## src/rtl/stage_sequencer.sv

```systemverilog
// Phase sequencer that walks NUM_UNITS chained processing units in fixed order,
// pulsing start per stage and capturing unit errors, timeouts and aborts.
module stage_sequencer #(
    parameter int NUM_UNITS = 3,
    parameter int TIMEOUT   = 200,
    parameter int TW        = 8,
    parameter int IW        = (NUM_UNITS > 1) ? $clog2(NUM_UNITS) : 1
) (
    input  logic                   clk,
    input  logic                   rst,
    input  logic [2*NUM_UNITS-1:0] status,
    input  logic                   go,
    input  logic                   abort,
    input  logic                   loop_en,
    output logic [1:0]             state,
    output logic [IW-1:0]          unit_idx,
    output logic [NUM_UNITS-1:0]   start,
    output logic                   busy,
    output logic                   done,
    output logic                   error,
    output logic [1:0]             err_code,
    output logic [IW-1:0]          err_unit,
    output logic [7:0]             iter_cnt
);

    typedef enum logic [1:0] {
        S_INIT = 2'b00,
        S_RUN  = 2'b01,
        S_DONE = 2'b10,
        S_ERR  = 2'b11
    } state_t;

    localparam logic [1:0] UST_READY = 2'b01;
    localparam logic [1:0] UST_DONE  = 2'b10;
    localparam logic [1:0] UST_ERROR = 2'b11;

    localparam logic [1:0] EC_NONE    = 2'b00;
    localparam logic [1:0] EC_UNIT    = 2'b01;
    localparam logic [1:0] EC_TIMEOUT = 2'b10;
    localparam logic [1:0] EC_ABORT   = 2'b11;

    localparam logic [IW-1:0] LAST_IDX    = IW'(NUM_UNITS - 1);
    localparam bit            TIMEOUT_EN  = (TIMEOUT != 0);
    localparam logic [TW-1:0] TIMER_LIMIT = TIMEOUT_EN ? TW'(TIMEOUT - 1) : '0;

    state_t                 state_q, state_d;
    logic [IW-1:0]          idx_q, idx_d;
    logic [TW-1:0]          timer_q, timer_d;
    logic [NUM_UNITS-1:0]   start_q, start_d;
    logic [1:0]             code_q, code_d;
    logic [IW-1:0]          eunit_q, eunit_d;
    logic [7:0]             iter_q, iter_d;

    logic [1:0]             cur_status;
    logic                   all_ready;

    function automatic logic [NUM_UNITS-1:0] onehot(input logic [IW-1:0] i);
        logic [NUM_UNITS-1:0] r;
        r = '0;
        for (int k = 0; k < NUM_UNITS; k++) begin
            r[k] = (i == IW'(k));
        end
        return r;
    endfunction

    // Status of the active unit, and the "every unit ready" gate used in INIT.
    always_comb begin
        cur_status = 2'b00;
        all_ready  = 1'b1;
        for (int k = 0; k < NUM_UNITS; k++) begin
            if (status[2*k +: 2] != UST_READY) all_ready = 1'b0;
            if (idx_q == IW'(k)) cur_status = status[2*k +: 2];
        end
    end

    always_comb begin
        // NOTE: every output of this block gets a default first, so no path can infer a latch.
        state_d = state_q;
        idx_d   = idx_q;
        timer_d = timer_q;
        start_d = '0;
        code_d  = code_q;
        eunit_d = eunit_q;
        iter_d  = iter_q;

        unique case (state_q)
            S_INIT: begin
                if (abort) begin
                    state_d = S_ERR;
                    code_d  = EC_ABORT;
                    eunit_d = '0;
                end else if (all_ready && go) begin
                    state_d = S_RUN;
                    idx_d   = '0;
                    timer_d = '0;
                    start_d = onehot('0);
                end
            end

            S_RUN: begin
                if (abort) begin
                    state_d = S_ERR;
                    code_d  = EC_ABORT;
                    eunit_d = idx_q;
                end else if (cur_status == UST_ERROR) begin
                    state_d = S_ERR;
                    code_d  = EC_UNIT;
                    eunit_d = idx_q;
                end else if (cur_status == UST_DONE) begin
                    if (idx_q == LAST_IDX) begin
                        state_d = S_DONE;
                        iter_d  = iter_q + 8'd1;
                    end else begin
                        idx_d   = idx_q + IW'(1);
                        timer_d = '0;
                        start_d = onehot(idx_q + IW'(1));
                    end
                end else if (TIMEOUT_EN && timer_q == TIMER_LIMIT) begin
                    state_d = S_ERR;
                    code_d  = EC_TIMEOUT;
                    eunit_d = idx_q;
                end else begin
                    timer_d = timer_q + TW'(1);
                end
            end

            S_DONE: begin
                // Loop restart skips the readiness check and beats a pending go.
                if (loop_en) begin
                    state_d = S_RUN;
                    idx_d   = '0;
                    timer_d = '0;
                    start_d = onehot('0);
                end else if (go) begin
                    state_d = S_INIT;
                    idx_d   = '0;
                end
            end

            S_ERR: begin
                if (go && !abort) begin
                    state_d = S_INIT;
                    idx_d   = '0;
                    code_d  = EC_NONE;
                    eunit_d = '0;
                end
            end

            default: state_d = S_INIT;
        endcase
    end

    always_ff @(posedge clk) begin
        // NOTE: sequential state uses non-blocking assignments so every register samples pre-edge values.
        if (rst) begin
            state_q <= S_INIT;
            idx_q   <= '0;
            timer_q <= '0;
            start_q <= '0;
            code_q  <= EC_NONE;
            eunit_q <= '0;
            iter_q  <= '0;
        end else begin
            state_q <= state_d;
            idx_q   <= idx_d;
            timer_q <= timer_d;
            start_q <= start_d;
            code_q  <= code_d;
            eunit_q <= eunit_d;
            iter_q  <= iter_d;
        end
    end

    assign state    = state_q;
    assign unit_idx = idx_q;
    assign start    = start_q;
    assign busy     = (state_q == S_RUN);
    assign done     = (state_q == S_DONE);
    assign error    = (state_q == S_ERR);
    assign err_code = code_q;
    assign err_unit = eunit_q;
    assign iter_cnt = iter_q;

endmodule

```

## config.mk

```make
export PLATFORM = sky130hd
export DESIGN_NAME = stage_sequencer
export DESIGN_NICKNAME = d
export VERILOG_FILES = /design/src/rtl/stage_sequencer.sv
export SDC_FILE = /design/constraint.sdc
export NUM_CORES = 1
export LEC_CHECK = 0
export ABC_AREA = 1
export CORE_UTILIZATION = 40
export CTS_BUF_LIST = sky130_fd_sc_hd__clkbuf_4 sky130_fd_sc_hd__clkbuf_8 sky130_fd_sc_hd__clkbuf_16
export CTS_CLUSTER_SIZE = 25
export DETAILED_ROUTE_END_ITERATION = 6
export SETUP_SLACK_MARGIN = 0.4
export SYNTH_ARGS = -nofsm -noshare
export SYNTH_HDL_FRONTEND = slang
export SYNTH_SLANG_ARGS = --single-unit
```

## constraint.sdc

```tcl
create_clock -name clk -period 3.5 [get_ports clk]
set_input_delay 1.05 -clock clk [delete_from_list [all_inputs] [get_ports clk]]
set_output_delay 1.05 -clock clk [all_outputs]
set_load 0.005 [all_outputs]
```

Yosys cells after proc, flatten, opt, wreduce, memory -nomap -nowiden

Cells that the tools add are included.

Register bits after elaboration: 27
Word-level logic and storage cells: 109
Output and inout bits: 22

Mux-type cells: 54
Equal/unequal tests: 30
Bitwise gates (word level): 2
$add $sub $neg: 3
Reduce and logical (&&, ||, !) cells: 13

Operators with widths:

| operator            | count |
|---|---|
| $mux 8              | 8 |
| $mux 2              | 30 |
| $pmux 8 s3          | 1 |
| $add 8x1->8 const B | 2 |
| $pmux 2 s4          | 2 |
| $reduce_and 8->1    | 2 |
| $reduce_and 5->1    | 3 |
| $ne 2x2->1 const B  | 7 |
| $eq 2x2->1 const B  | 6 |
| $mux 3              | 4 |
| $ne 3x3->1 const B  | 4 |
| $pmux 2 s3          | 2 |
| $ne 2x1->1 const B  | 5 |
| $pmux 3 s3          | 1 |
| $eq 8x8->1 const B  | 1 |
| $eq 2x1->1 const B  | 3 |
| $logic_not 2->1     | 3 |
| $mux 1              | 6 |
| $reduce_bool 3->1   | 2 |
| $ne 5x2->1 const B  | 1 |
| $ne 5x5->1 const B  | 1 |
| $ne 4x2->1 const B  | 1 |
| $ne 4x4->1 const B  | 1 |
| $add 2x1->2 const B | 1 |
| other kinds (3)     | 5 |

Logic depth before layout (Yosys ltp)

Gate-level depths: netlist (run 1).

Word-level depth: 9
Depth in mapped cells: 14
Mapped depth without buffers: 13

Least setup slack after synthesis (run 1)

OpenSTA, ideal clock, no wires.

Path kind: input -> register
Start point: input status[3]
End point: register timer_q[0]
Buffers on the path: 1
Library setup time: 114 ps
Stages: 9
Arrival: 2000 ps
Slack: 1387 ps
Path through: nor3_2 > nand2_1 > a21oi_1 > nand2_2 > inv_2 > nand3_2 > buf_6 > a21oi_1 > nor2_1

Word-level cells in the longest chain between the ends: 7
Elaborated cells on any way between the ends: 17

RTL lines:

| element              | RTL line | source |
|---|---|---|
| start, declared      | 11       | `input logic [2*NUM_UNITS-1:0] status,` |
| $mux 2 (2 in a row)  | 72       | `if (idx_q == IW'(k)) cur_status = status[2*k +: 2];` |
| $eq 2x2->1           | 109      | `end else if (cur_status == UST_DONE) begin` |
| $mux 8               | 109      |  |
| $mux 8               | 105      | `end else if (cur_status == UST_ERROR) begin` |
| $mux 8               | 101      | `if (abort) begin` |
| $pmux 8 s3           | 86       | `unique case (state_q)` |
| end signal, assigned | 166      | `timer_q <= timer_d;` |
| end, declared        | 48       | `logic [TW-1:0] timer_q, timer_d;` |

Parallel ways exist; a longest one is shown, timed or not. The select of a mux whose other input is x is not followed.
A chain may end at the register's enable or synchronous reset.

Worst setup path after layout (run 1)

Start point: register state_q[0] (netlist: state[0])
End point: output busy

Word-level cells in the longest chain between the ends: 1

RTL lines:

| element                | RTL line | source |
|---|---|---|
| start, declared        | 46       | `state_t state_q, state_d;` |
| start signal, assigned | 164      | `state_q <= state_d;` |
| $eq 2x1->1             | 177      | `assign busy = (state_q == S_RUN);` |
| end, declared          | 18       | `output logic busy,` |

No other way between the ends.

==> out/results.ini, run 1 <==
[clock_network]
cts_buffer_depth = 2
clkTransAtPathRegs_ns = 0.10
cts_hold_buf = 0
clock_latency_ns = 0.28
cts_setup_buffers = 0
root_buffer = clkbuf_8
cts_made_buffers = 3
htreeDepth = 1
post_cts_resized = 0
cts.sinks = 27
cts_tree = yes

[layout]
final_common_cell = nand2_1
num-fill-cells = 438
drive_gt1_share_pct = 12.0
stdcell_count = 350
antenna_cells = 0
area_growth_pct = 22.3
nets = 319
postLayoutCoreUtil_pct = 52.4
mostFrequentLayoutCells = 67 x nand2_1, 42 x nor2_1, 32 x clkdlybuf4s50_1

[pwr]
p_seq_share_pct = 33.6
sw_frac_of_total_pct = 45.2
fin_total_pwr_mw = 1.35
p_leak_nw = 0.892
power.share.clock_pct = 14.3
peakVddDrop_mv = 0.346
p_int_mw = 0.738
combPwrFrac_pct = 52.1
cellPowerDensity_nw_per_um2 = 620
p_sw_mw = 0.609

[floorplan]
rows = 23
core-area_um2 = 4140
dieWidth_um = 68.6
die_height_um = 68.6
die_area_um2 = 4710
start_util_pct = 42.8
io-pin-count = 33

[route]
firstDrtPassIters = 4
routedWlPerCell_um = 11.9
drtIter0Drc = 88
drt-total-wl_um = 4150
drtAntennaViolNets = 0
viasPerCell = 4.90
drcViolationCount = 0
dr_total_vias = 1714

[synthesis]
synth_warnings = 0
yosysSeqAreaShare_pct = 30.4
syn_inst = 269
ys_types = 27
synth_fp_nets = 287
ys_seq_elements = 27
avgSynthCellArea_um2 = 6.60
syn_area_um2 = 1780

[placed_design]
place_congestion = 0.820
placed_cells = 346
portBuffers = 32
hpwl_um = 3100

[grt]
antenna_found_initial = 0
grt_pass1_vias = 1475
grt_max_degree = 22
grt_pass1_wl_um = 6490
grt_use_total_pct = 18.7
overflow = 0

[timing]
slew_headroom_pct = 50.9
setup_tns_ns = 0
min_period_ns = 2.75
hold_violations = 0
tightest_slew_ns = 0.736
slew_viol_final = 0
fin_crit_sh_pct = 78.7
rsz0062_at_grt = false
fmax_ghz = 0.363
setup_violations = 0
skew_ns = 0.00780

[setup_path]
crit_path_end = busy
worst-setup-path-type = flop to primary output
worstPathRequired_ns = 2.45
r2r_cells = 12
worstPathMaxFanout = 11
critPathArrivalTime_ns = 1.70
end_kind = primary output
cp-start-kind = flop
reg2reg_from = unit_idx[0]$_SDFFE_PP0P_
r2r-end = err_unit[0]$_SDFFE_PP0P_
critPathLaunch = state[0]$_SDFFE_PP0P_
r2r_setup_slack_ns = 1.33

[run_status]
status = completed

[job]
maxCapViolCount = 0

[hold_path]
hold_class = flop to flop

## flip-flops by register name (all words and copies together) (netlist names)
signal / cells
err_unit: 2
unit_idx: 2
iter_cnt: 8
err_code: 2
start: 3
state: 2
timer_q: 8
## cell usage after synthesis (all sizes together)
cell type	n	share of area, %
nor3b	1	0.42
nand4	10	3.5
nor3	7	2.5
xor2	2	0.99
nand2	73	16
xnor2	3	1.5
a21oi	18	6.6
a31oi	2	0.70
dfxtp	27	30
nor2	48	12
clkinv	1	0.28
ha	7	4.9
buf	4	1.8
clkbuf	1	0.21
nand3	21	7.6
o21ai	11	3.1
inv	33	7.0
## cells by family (layout without fill, tap and decap cells)
kind of cell             count (synthesis)  after routing  share of synthesized area [%]
AO/OA/AOI/OAI                           31             31                           10.4
XOR/XNOR                                 5              5                           2.47
adder cells (fa/ha/maj)                  7              7                           4.93
buffers and inverters                   39             70                           9.30
flip-flops                              27             27                           30.4
AND/OR/NAND/NOR                        160            160                           42.5
## per-stage QoR
step	hold WS, ns	area [um2]	setup slack, ns
after global placement	0.476	2120	0.548
after floorplan	0.469	1780	1.39
after detailed placement	0.477	2120	0.542
final	0.497	2170	0.745
after CTS	0.497	2170	0.753
after global routing	0.517	2170	0.661
## worst max-delay path, stage by stage, from the launching register on
cell and delay, ns:
dfxtp_1 0.47, inv_2 0.11, nor2_4 0.28, clkdlybuf4s50_1 0.57
## cell type report
class	instances	area [um2]	area share, %
tap	50	62.6	2.88
multi-input combinational	203	1070	49.3
clock inverter	1	7.51	0.346
clock buffer	3	41.3	1.90
timing repair buffer	32	320	14.8
inverter	34	129	5.94
sequential	27	541	24.9
## how the worst min path moves through the flow
| stage | startpoint | endpoint | slack, ns | depth (start not counted) |
|---|---|---|---|---|
| 2_1_floorplan | timer_q[7]$_SDFFE_PP0P_ | timer_q[7]$_SDFFE_PP0P_ | 0.47 | 2 |
| 3_3_place_gp | err_unit[1]$_SDFFE_PP0P_ | err_unit[1]$_SDFFE_PP0P_ | 0.48 | 2 |
| 3_5_place_dp | err_code[1]$_SDFFE_PP0P_ | err_code[1]$_SDFFE_PP0P_ | 0.48 | 2 |
| 4_1_cts | err_code[1]$_SDFFE_PP0P_ | err_code[1]$_SDFFE_PP0P_ | 0.50 | 2 |
| 5_1_grt | err_code[0]$_SDFFE_PP0P_ | err_code[0]$_SDFFE_PP0P_ | 0.52 | 2 |
| 6_report | err_code[1]$_SDFFE_PP0P_ | err_code[1]$_SDFFE_PP0P_ | 0.50 | 2 |
## power groups by stage
stage	sequential, mW	combinational (mW)	clock [mW]
6_report	0.452	0.702	0.193
5_1_grt	0.467	0.784	0.211
4_1_cts	0.453	0.702	0.198
3_5_place_dp	0.459	0.697	0
3_3_place_gp	0.460	0.697	0
2_1_floorplan	0.441	0.517	0
## metal layers
layer	track usage (%)	up-vias	share of wire [%]
met5	0	-	0
met4	3.91	0	0.82
met3	4.11	4	4.0
met2	32.4	34	46
met1	23.4	754	49
li1	-	922	-
No activity file was read; power rests on OpenSTA's default activity.
==> run 2: changes to the inputs <==
--- a/config.mk
+++ b/config.mk
@@ -10,6 +10,7 @@
 export CTS_BUF_LIST = sky130_fd_sc_hd__clkbuf_4 sky130_fd_sc_hd__clkbuf_8 sky130_fd_sc_hd__clkbuf_16
 export CTS_CLUSTER_SIZE = 25
 export DETAILED_ROUTE_END_ITERATION = 6
+export PLACE_DENSITY = 0.66
 export SETUP_SLACK_MARGIN = 0.4
 export SYNTH_ARGS = -nofsm -noshare
 export SYNTH_HDL_FRONTEND = slang
==> constraint.sdc (replaced) <==
create_clock -name clk -period 2.47 [get_ports clk]
set_input_delay 0.741 -clock clk [delete_from_list [all_inputs] [get_ports clk]]
set_output_delay 0.741 -clock clk [all_outputs]
set_load 0.005 [all_outputs]
==> run 2 against run 1 <==
Register-to-register slack got worse by 0.77 ns. Setup slack worse by 0.30 ns. Hold slack got worse by 0.0023 ns. Clock skew down 0.00068 ns. Global-route usage rose by 0.27 points. Critical endpoint is now timer_q[6]$_SDFFE_PP0P_. First-iteration DRC count up 26%. Combinational power increased by 74%. Clock-buffer cell count unchanged. Core utilization is 6.2 points higher. Sequential cell count did not move. Cell count up 5.7%. Die area is the same.
==> out/results.ini, run 2 (synthesis results as in run 1) <==
[setup_path]
reg2reg_from = unit_idx[1]$_SDFFE_PP0P_
worstPathMaxFanout = 3
worst-setup-path-type = input port to flop
critPathArrivalTime_ns = 2.25
end_kind = flop
r2r_setup_slack_ns = 0.56
worstPathRequired_ns = 2.69
cp-start-kind = input port
r2r_cells = 12
r2r-end = iter_cnt[3]$_SDFFE_PP0P_

[grt]
grt_pass1_wl_um = 6770
overflow = 0
grt_use_total_pct = 18.9
grt_pass1_vias = 1585
grt_max_degree = 17
antenna_found_initial = 0

[timing]
setup_violations = 0
hold_violations = 0
tightest_slew_ns = 0.418
fin_crit_sh_pct = 82.0
rsz0062_at_grt = true
skew_ns = 0.00712
fmax_ghz = 0.493
slew_headroom_pct = 72.1
min_period_ns = 2.03
setup_slack_ns = 0.443
slew_viol_final = 0

[job]
maxCapViolCount = 0

[hold_path]
hold_path_depth = 2
hold_class = flop to flop
hold_start = err_code[1]$_SDFFE_PP0P_
hold_path_end = err_code[1]$_SDFFE_PP0P_

[clock_network]
cts_buffer_depth = 2
clkTransAtPathRegs_ns = 0.10
htreeDepth = 1
cts_made_buffers = 3
cts_tree = yes
root_buffer = clkbuf_8
cts.sinks = 27
cts_hold_buf = 0
clock_latency_ns = 0.28

[placed_design]
place_congestion = 0.848
post_dp_cell_area_um2 = 2230
portBuffers = 32
pre_cts_ws_ns = -0.0224
hpwl_um = 3190

[floorplan]
die_area_um2 = 4710
io-pin-count = 33
start_util_pct = 42.8
die_height_um = 68.6
rows = 23
dieWidth_um = 68.6
core-area_um2 = 4140

[layout]
area_growth_pct = 36.8
final_common_cell = nand2_1
nets = 339
drive_gt1_share_pct = 21.6
final_area_um2 = 2430
mostFrequentLayoutCells = 65 x nand2_1, 38 x nor2_1, 26 x inv_1
num-fill-cells = 403
antenna_cells = 0

[route]
dr_total_vias = 1812
viasPerCell = 4.90
drtAntennaViolNets = 0
drcViolationCount = 0
drtIter0Drc = 111
routedWlPerCell_um = 11.8
firstDrtPassIters = 4
drt-total-wl_um = 4350

[pwr]
cellPowerDensity_nw_per_um2 = 877
p_leak_nw = 1.08
peakVddDrop_mv = 0.478

[run_status]
status = completed

run 2: final cells by class:
| class | instances | area, um2 | area share, % |
|---|---|---|---|
| Inverter | 34 | 131 | 5.41 |
| Tap cell | 50 | 62.6 | 2.58 |
| Timing Repair Buffer | 51 | 482 | 19.8 |
| Clock inverter | 1 | 7.51 | 0.309 |
| Sequential cell | 27 | 552 | 22.7 |
| Multi-Input combinational cell | 204 | 1150 | 47.4 |
| Clock buffer | 3 | 41.3 | 1.70 |
run 2: worst max path at each step:
stage	endpoint	startpoint	cells past startpoint	slack (ns)
after CTS	unit_idx[0]$_SDFFE_PP0P_	status[3]	11	0.40
after detailed placement	timer_q[0]$_SDFFE_PP0P_	status[5]	11	-0.02
after global routing	unit_idx[1]$_SDFFE_PP0P_	status[4]	11	0.38
after global placement	unit_idx[1]$_SDFFE_PP0P_	status[1]	11	-0.01
final	timer_q[6]$_SDFFE_PP0P_	status[4]	10	0.44
after floorplan	err_unit[0]$_SDFFE_PP0P_	unit_idx[0]$_SDFFE_PP0P_	12	0.64
run 2: layer usage:
metal | part of all wire, % | track usage (%)
met5 | 0 | 0
met2 | 47 | 33.9
met1 | 49 | 23.1
met4 | 0.46 | 4.69
met3 | 3.3 | 3.29
run 2: critical path, stage by stage:
cell	delay [ns]
clkdlybuf4s50_1	0.48
nand2_1	0.07
nor2_2	0.14
nand2_2	0.09
a21oi_2	0.15
nand2_2	0.10
inv_4	0.09
buf_4	0.12
nand4_1	0.13
a21oi_2	0.14
run 2: repair_timing:
action / 4_1_cts / 5_1_grt
resized for setup: 13 / 22
gates cloned: 1 / 0
setup buffers: 2 / 3
endpoints found under the setup margin: 20 / 21
pin swaps: 2 / 9
run 2: report_power, final:
group          switching, mW  total, mW  internal, mW  leakage, nW
combinational          0.700       1.22         0.524        0.837
clock                  0.153      0.267         0.115       0.0217
sequential            0.0924      0.639         0.546        0.222
run 2: through the flow:
stage | std cells | utilization, % | hold WS (ns) | total power [mW] | TNS (ns)
2_1_floorplan | 269 | - | 0.469 | 1.36 | 0
3_3_place_gp | 360 | 53.7 | 0.480 | 1.72 | -0.0167
3_5_place_dp | 360 | 53.7 | 0.474 | 1.73 | -0.0635
4_1_cts | 367 | 56.4 | 0.498 | 2.08 | 0
5_1_grt | 370 | 58.6 | 0.517 | 2.29 | 0
6_report | 370 | 58.6 | 0.494 | 2.13 | 0
==> RTL change 1 (config.mk and constraints of run 2) <==
Make the reset (`rst`) asynchronous in one clocked block.
--- a/src/rtl/stage_sequencer.sv
+++ b/src/rtl/stage_sequencer.sv
@@ -151,5 +151,5 @@
     end
 
-    always_ff @(posedge clk) begin
+    always_ff @(posedge clk or posedge rst) begin
         // NOTE: sequential state uses non-blocking assignments so every register samples pre-edge values.
         if (rst) begin
Function: differs if rst is asserted again (counterexample within 4 cycles, from zero or initial values and one cycle with rst high); with rst held inactive, the same outputs for 10 cycles.
==> RTL change 1 against run 2 <==
  * Area after synthesis down 3.2%
  * Total power up 11%
  * Utilization up 0.94 points
  * Worst setup slack worse by 0.022 ns
  * Fmax down 1.1%
  * Sequential power down 5.9%
  * Sequential share of layout area up 5.4 points
  * Register-to-register slack worse by 0.07 ns
  * Routed wire length down 5.2%
  * Sequential cell count unchanged
  * Final area down 0.52%
  * Critical endpoint is now timer_q[5]
  * Largest power group unchanged
  * Highest routed layer unchanged
==> RTL change 1: results <==
metrics = {
    "status": {
        "status": "completed",
    },
    "finish": {
        "drive_above_1_share_pct": 22.9,
        "n_fill_cell": 352,
        "nNetsFinal": 311,
    },
    "grt": {
        "grtUsageTotal_pct": 19.4,
        "grt_pass1_wl_mm": 6.64,
        "grt_max_degree": 28,
        "grt_pass1_vias": 1517,
    },
    "pwr": {
        "p_clk_share_pct": 10.9,
        "p_leak_nw": 1.19,
        "peakVddDrop_v": 0.000509,
        "switching_share_pct": 44.0,
        "p_sw_mw": 1.04,
        "p_seq_share_pct": 25.4,
    },
    "min_path": {
        "min_path_type": "register to register",
        "min_to": "err_code[0]",
        "holdPathStages": 2,
        "min_from": "err_code[0]",
    },
    "worst_setup_path": {
        "r2r.worst_path.cells": 8,
        "ff2ff_setup_slack_ns": 0.49,
        "worstPathArrival_ns": 2.22,
        "rr_startpoint": "unit_idx[0]",
        "critPathSlowestCell": "clkdlybuf4s50_1",
        "crit_family": "simple AND/OR/NAND/NOR gates",
        "cp_max_fo": 4,
        "r2r-end": "iter_cnt[0]",
    },
    "logic_synthesis": {
        "synthTopCellsByCount": "nand2_1, nor2_1, dfrtp_1, inv_1, nand3_1",
        "synth-xor-area-share_pct": 5.60,
        "syn_avg_cell_area_um2": 7.32,
        "ys_async_sr_fraction_pct": 100,
        "synth.top_cells.by_area": "dfrtp_1, nand2_1, nor2_1",
        "syn_nets": 253,
        "ys_seq_area_share_pct": 39.3,
        "synth_compound_area_share_pct": 4.88,
        "synth_adder_area_share_pct": 5.09,
        "synth_warnings": 0,
        "ys_types": 27,
        "synthFlopType": "dfrtp_1",
    },
    "place": {
        "portBuffers": 32,
        "dp_cells": 322,
        "place_congestion": 0.894,
        "dp_hpwl_mm": 2.93,
    },
    "clock_tree": {
        "clockBufferDepth": 2,
        "cts-buffers-inserted": 3,
        "worstSkewPairLatency_ns": 0.28,
        "cts-root-buf": "clkbuf_8",
        "clk_pin_slew_worst_paths_ns": 0.10,
    },
    "detailed_routing": {
        "routed_wirelength_mm": 4.12,
        "drt_iter0_drc": 75,
        "first_pass_iters": 4,
        "drt-vias-per-instance": 4.89,
        "route.vias.total": 1672,
    },
    "sta": {
        "fin_skew_ns": 0.00813,
        "worstMarginPinSlew_ns": 0.449,
    },
    "floorplan": {
        "core_um2": 4060,
    },
}
==> RTL change 1: cell count changes after synthesis, moves of 4 or more <==
| cell | run 2 | this run |
|---|---|---|
| nor2_1 | 42 | 31 |
| o21ai_0 | 9 | 5 |
| dfrtp_1 | 0 | 27 |
| dfxtp_1 | 27 | 0 |
| nand3_2 | 6 | 2 |
| nand4_1 | 10 | 5 |
| a21oi_1 | 13 | 1 |
| xor2_1 | 2 | 8 |
| nand2_1 | 67 | 79 |
| inv_1 | 27 | 20 |
| nand3_1 | 15 | 20 |
==> RTL change 1: what timing repair did <==
item                                    in CTS  in global routing
resized for setup                            9                 28
endpoints found under the setup margin      11                 26
setup buffers                                7                  9
endpoints found under the hold margin        0                  0
pin swaps                                    3                  9
cloned                                       0                  0
==> RTL change 1: through the flow <==
stage / power (mW) / hold slack (ns) / worst slack [ns] / utilization [%] / cell area (um2)
6_report: 2.37 / 0.480 / 0.422 / 59.5 / 2420
5_1_grt: 2.57 / 0.525 / 0.347 / 59.5 / 2420
4_1_cts: 2.15 / 0.485 / 0.285 / 55.6 / 2260
3_5_place_dp: 1.77 / 0.460 / 0.0365 / 52.7 / 2140
3_3_place_gp: 1.76 / 0.453 / 0.0347 / 52.7 / 2140
2_1_floorplan: 1.35 / 0.465 / 0.708 / - / 1720
==> RTL change 1: final cells by class <==
class	count	area (um2)	share of cell area, %
multi-input combinational	183	1040	43.1
sequential	27	679	28.1
timing repair buffer	53	484	20.0
inverter	25	98.8	4.09
tap	50	62.6	2.59
clock buffer	3	41.3	1.71
clock inverter	1	7.51	0.311
==> RTL change 1: how the worst max path moves through the flow <==
stage	start	endpoint	slack [ns]	cells past startpoint
6_report	status[0]	timer_q[5]	0.42	11
3_3_place_gp	status[4]	timer_q[5]	0.03	9
4_1_cts	state[1]	busy	0.28	4
3_5_place_dp	status[4]	timer_q[0]	0.04	9
5_1_grt	status[0]	timer_q[7]	0.35	11
2_1_floorplan	unit_idx[0]	unit_idx[0]	0.71	10
==> RTL change 1: cell families (layout without fill, tap and decap cells) <==
logic type | after synthesis | count (layout)
and+or+nand+nor | 152 | 152
DFF | 27 | 27
adders and majority gates | 7 | 7
buffers and inverters | 25 | 82
xor gates and xnor gates | 11 | 11
AOI/OAI and AO/OA | 13 | 13
==> RTL change 1: metal layers <==
metal  wire length [um]  global-route usage [%]  part of all wire [%]  vias up
met5                  0                       0                     0        -
met4                 22                    3.99                  0.53        0
met3                111                    3.55                   2.7        2
met2               1990                    32.3                    48       21
met1               2000                    26.1                    48      785
li1                   -                       -                     -      864
==> RTL change 1: worst min-delay path, cell delays in order, from the launching register on <==
cell     delay [ns]
dfrtp_1        0.36
nand2_1        0.05
nand2_1        0.04
==> RTL change 2 (config.mk and constraints of run 2) <==
Without the edit above. Set the parameter `TW` to 10 (it was 8).
--- a/src/rtl/stage_sequencer.sv
+++ b/src/rtl/stage_sequencer.sv
@@ -4,5 +4,5 @@
     parameter int NUM_UNITS = 3,
     parameter int TIMEOUT   = 200,
-    parameter int TW        = 8,
+    parameter int TW        = 10,
     parameter int IW        = (NUM_UNITS > 1) ? $clog2(NUM_UNITS) : 1
 ) (
Function: no difference found for any inputs over 10 cycles, from zero or initial values and one cycle with rst high; that may be too few to reach the edited logic, so the function may still have changed.
==> RTL change 2 against run 2 <==
  * Final cell count rose by 2.7%
  * Critical path depth fell by 8
  * Total power fell by 0.40%
  * Final area rose by 5.6%
  * Area after synthesis rose by 2.3%
  * Critical path type is now register to primary output
  * Fmax fell by 1.8%
  * Largest cell class unchanged
  * Sequential cell count rose by 2
  * Sequential share of layout area rose by 0.41 points
  * Worst setup slack got worse by 0.037 ns
  * Highest routed layer unchanged
  * Routed wire length rose by 8.3%
  * Die area rose by 2.2%
==> RTL change 2: results <==
metrics = {
    "status": {
        "status": "completed",
    },
    "detailed_routing": {
        "dr_wl_met3_um": 185,
        "drt-met1-wl_mm": 2.25,
        "routed_wirelength_mm": 4.71,
        "drt-vias-per-instance": 5.07,
    },
    "logic_synthesis": {
        "syn_nets": 297,
        "ys_types": 29,
        "ys_seq_area_share_pct": 32.0,
        "synth_cells": 279,
    },
    "grt": {
        "use_met3_pct": 4.36,
        "use_met1_pct": 26.4,
        "grtUsageTotal_pct": 20.2,
    },
    "clock_tree": {
        "cts_max_level": 2,
    },
    "pwr": {
        "p_int_mw": 1.21,
        "switching_share_pct": 43.0,
        "p_clk_mw": 0.378,
    },
    "worst_setup_path": {
        "rr_startpoint": "unit_idx[0]",
        "worstPathArrival_ns": 1.32,
        "cp_max_fo": 5,
        "r2r-end": "timer_q[2]",
    },
    "min_path": {
        "min_to": "err_code[0]",
    },
    "sta": {
        "slew_headroom_pct": 69.3,
    },
    "finish": {
        "nNetsFinal": 345,
        "finalNonFillerCells": 380,
    },
    "floorplan": {
        "die-area_um2": 4810,
    },
    "place": {
        "place_congestion": 0.856,
    },
}
-- RTL change 2: changes by cell type in the layout (fill, tap and decap cells not counted), sizes merged, moves of 4 or more --
cell and delta:
nand2 -13, a21oi +4, nand4 -5, buf -5, nor2 +4, nand3 +15
-- RTL change 2: final cells by class --
cell class	instances	area share (%)
Multi-Input combinational cell	214	48.6
Sequential cell	29	23.1
Timing Repair Buffer	46	17.5
Inverter	31	4.83
Clock buffer	5	2.68
Tap cell	52	2.54
Clock inverter	3	0.683
-- RTL change 2: how the worst max path moves through the flow --
stage,start,end,cells after the start
floorplan,unit_idx[0],state[1],14
global placement,status[1],iter_cnt[4],12
detailed placement,status[1],iter_cnt[4],12
CTS,go,unit_idx[0],10
global route,state[0],state[0],2
finish,state[0],state[0],2
-- RTL change 2: critical path: stages (launching register included) --
cell and delay [ns]:
dfxtp_4 0.40, buf_4 0.15, clkdlybuf4s50_1 0.49
-- RTL change 2: per-stage QoR --
stage | hold WS [ns] | util (%)
floorplan | 0.459 | -
global placement | 0.463 | 50.6
detailed placement | 0.463 | 50.6
CTS | 0.479 | 54.4
global route | 0.500 | 58.9
finish | 0.479 | 58.9
-- RTL change 2: cells by family after synthesis --
| family | after synthesis | synth area share, % |
|---|---|---|
| AO/OA/AOI/OAI | 38 | 10.8 |
| XOR/XNOR | 5 | 2.41 |
| adder cells (fa/ha/maj) | 7 | 4.82 |
| buffers and inverters | 37 | 8.27 |
| flip-flops | 29 | 32.0 |
| AND/OR/NAND/NOR | 163 | 41.7 |
-- RTL change 2: timing repair --
action | 4_1_cts | 5_1_grt
cloned | 1 | 0
buffers inserted | 5 | 4
endpoints found under the setup margin | 21 | 28
pin swaps | 5 | 14
gates resized for setup | 14 | 43
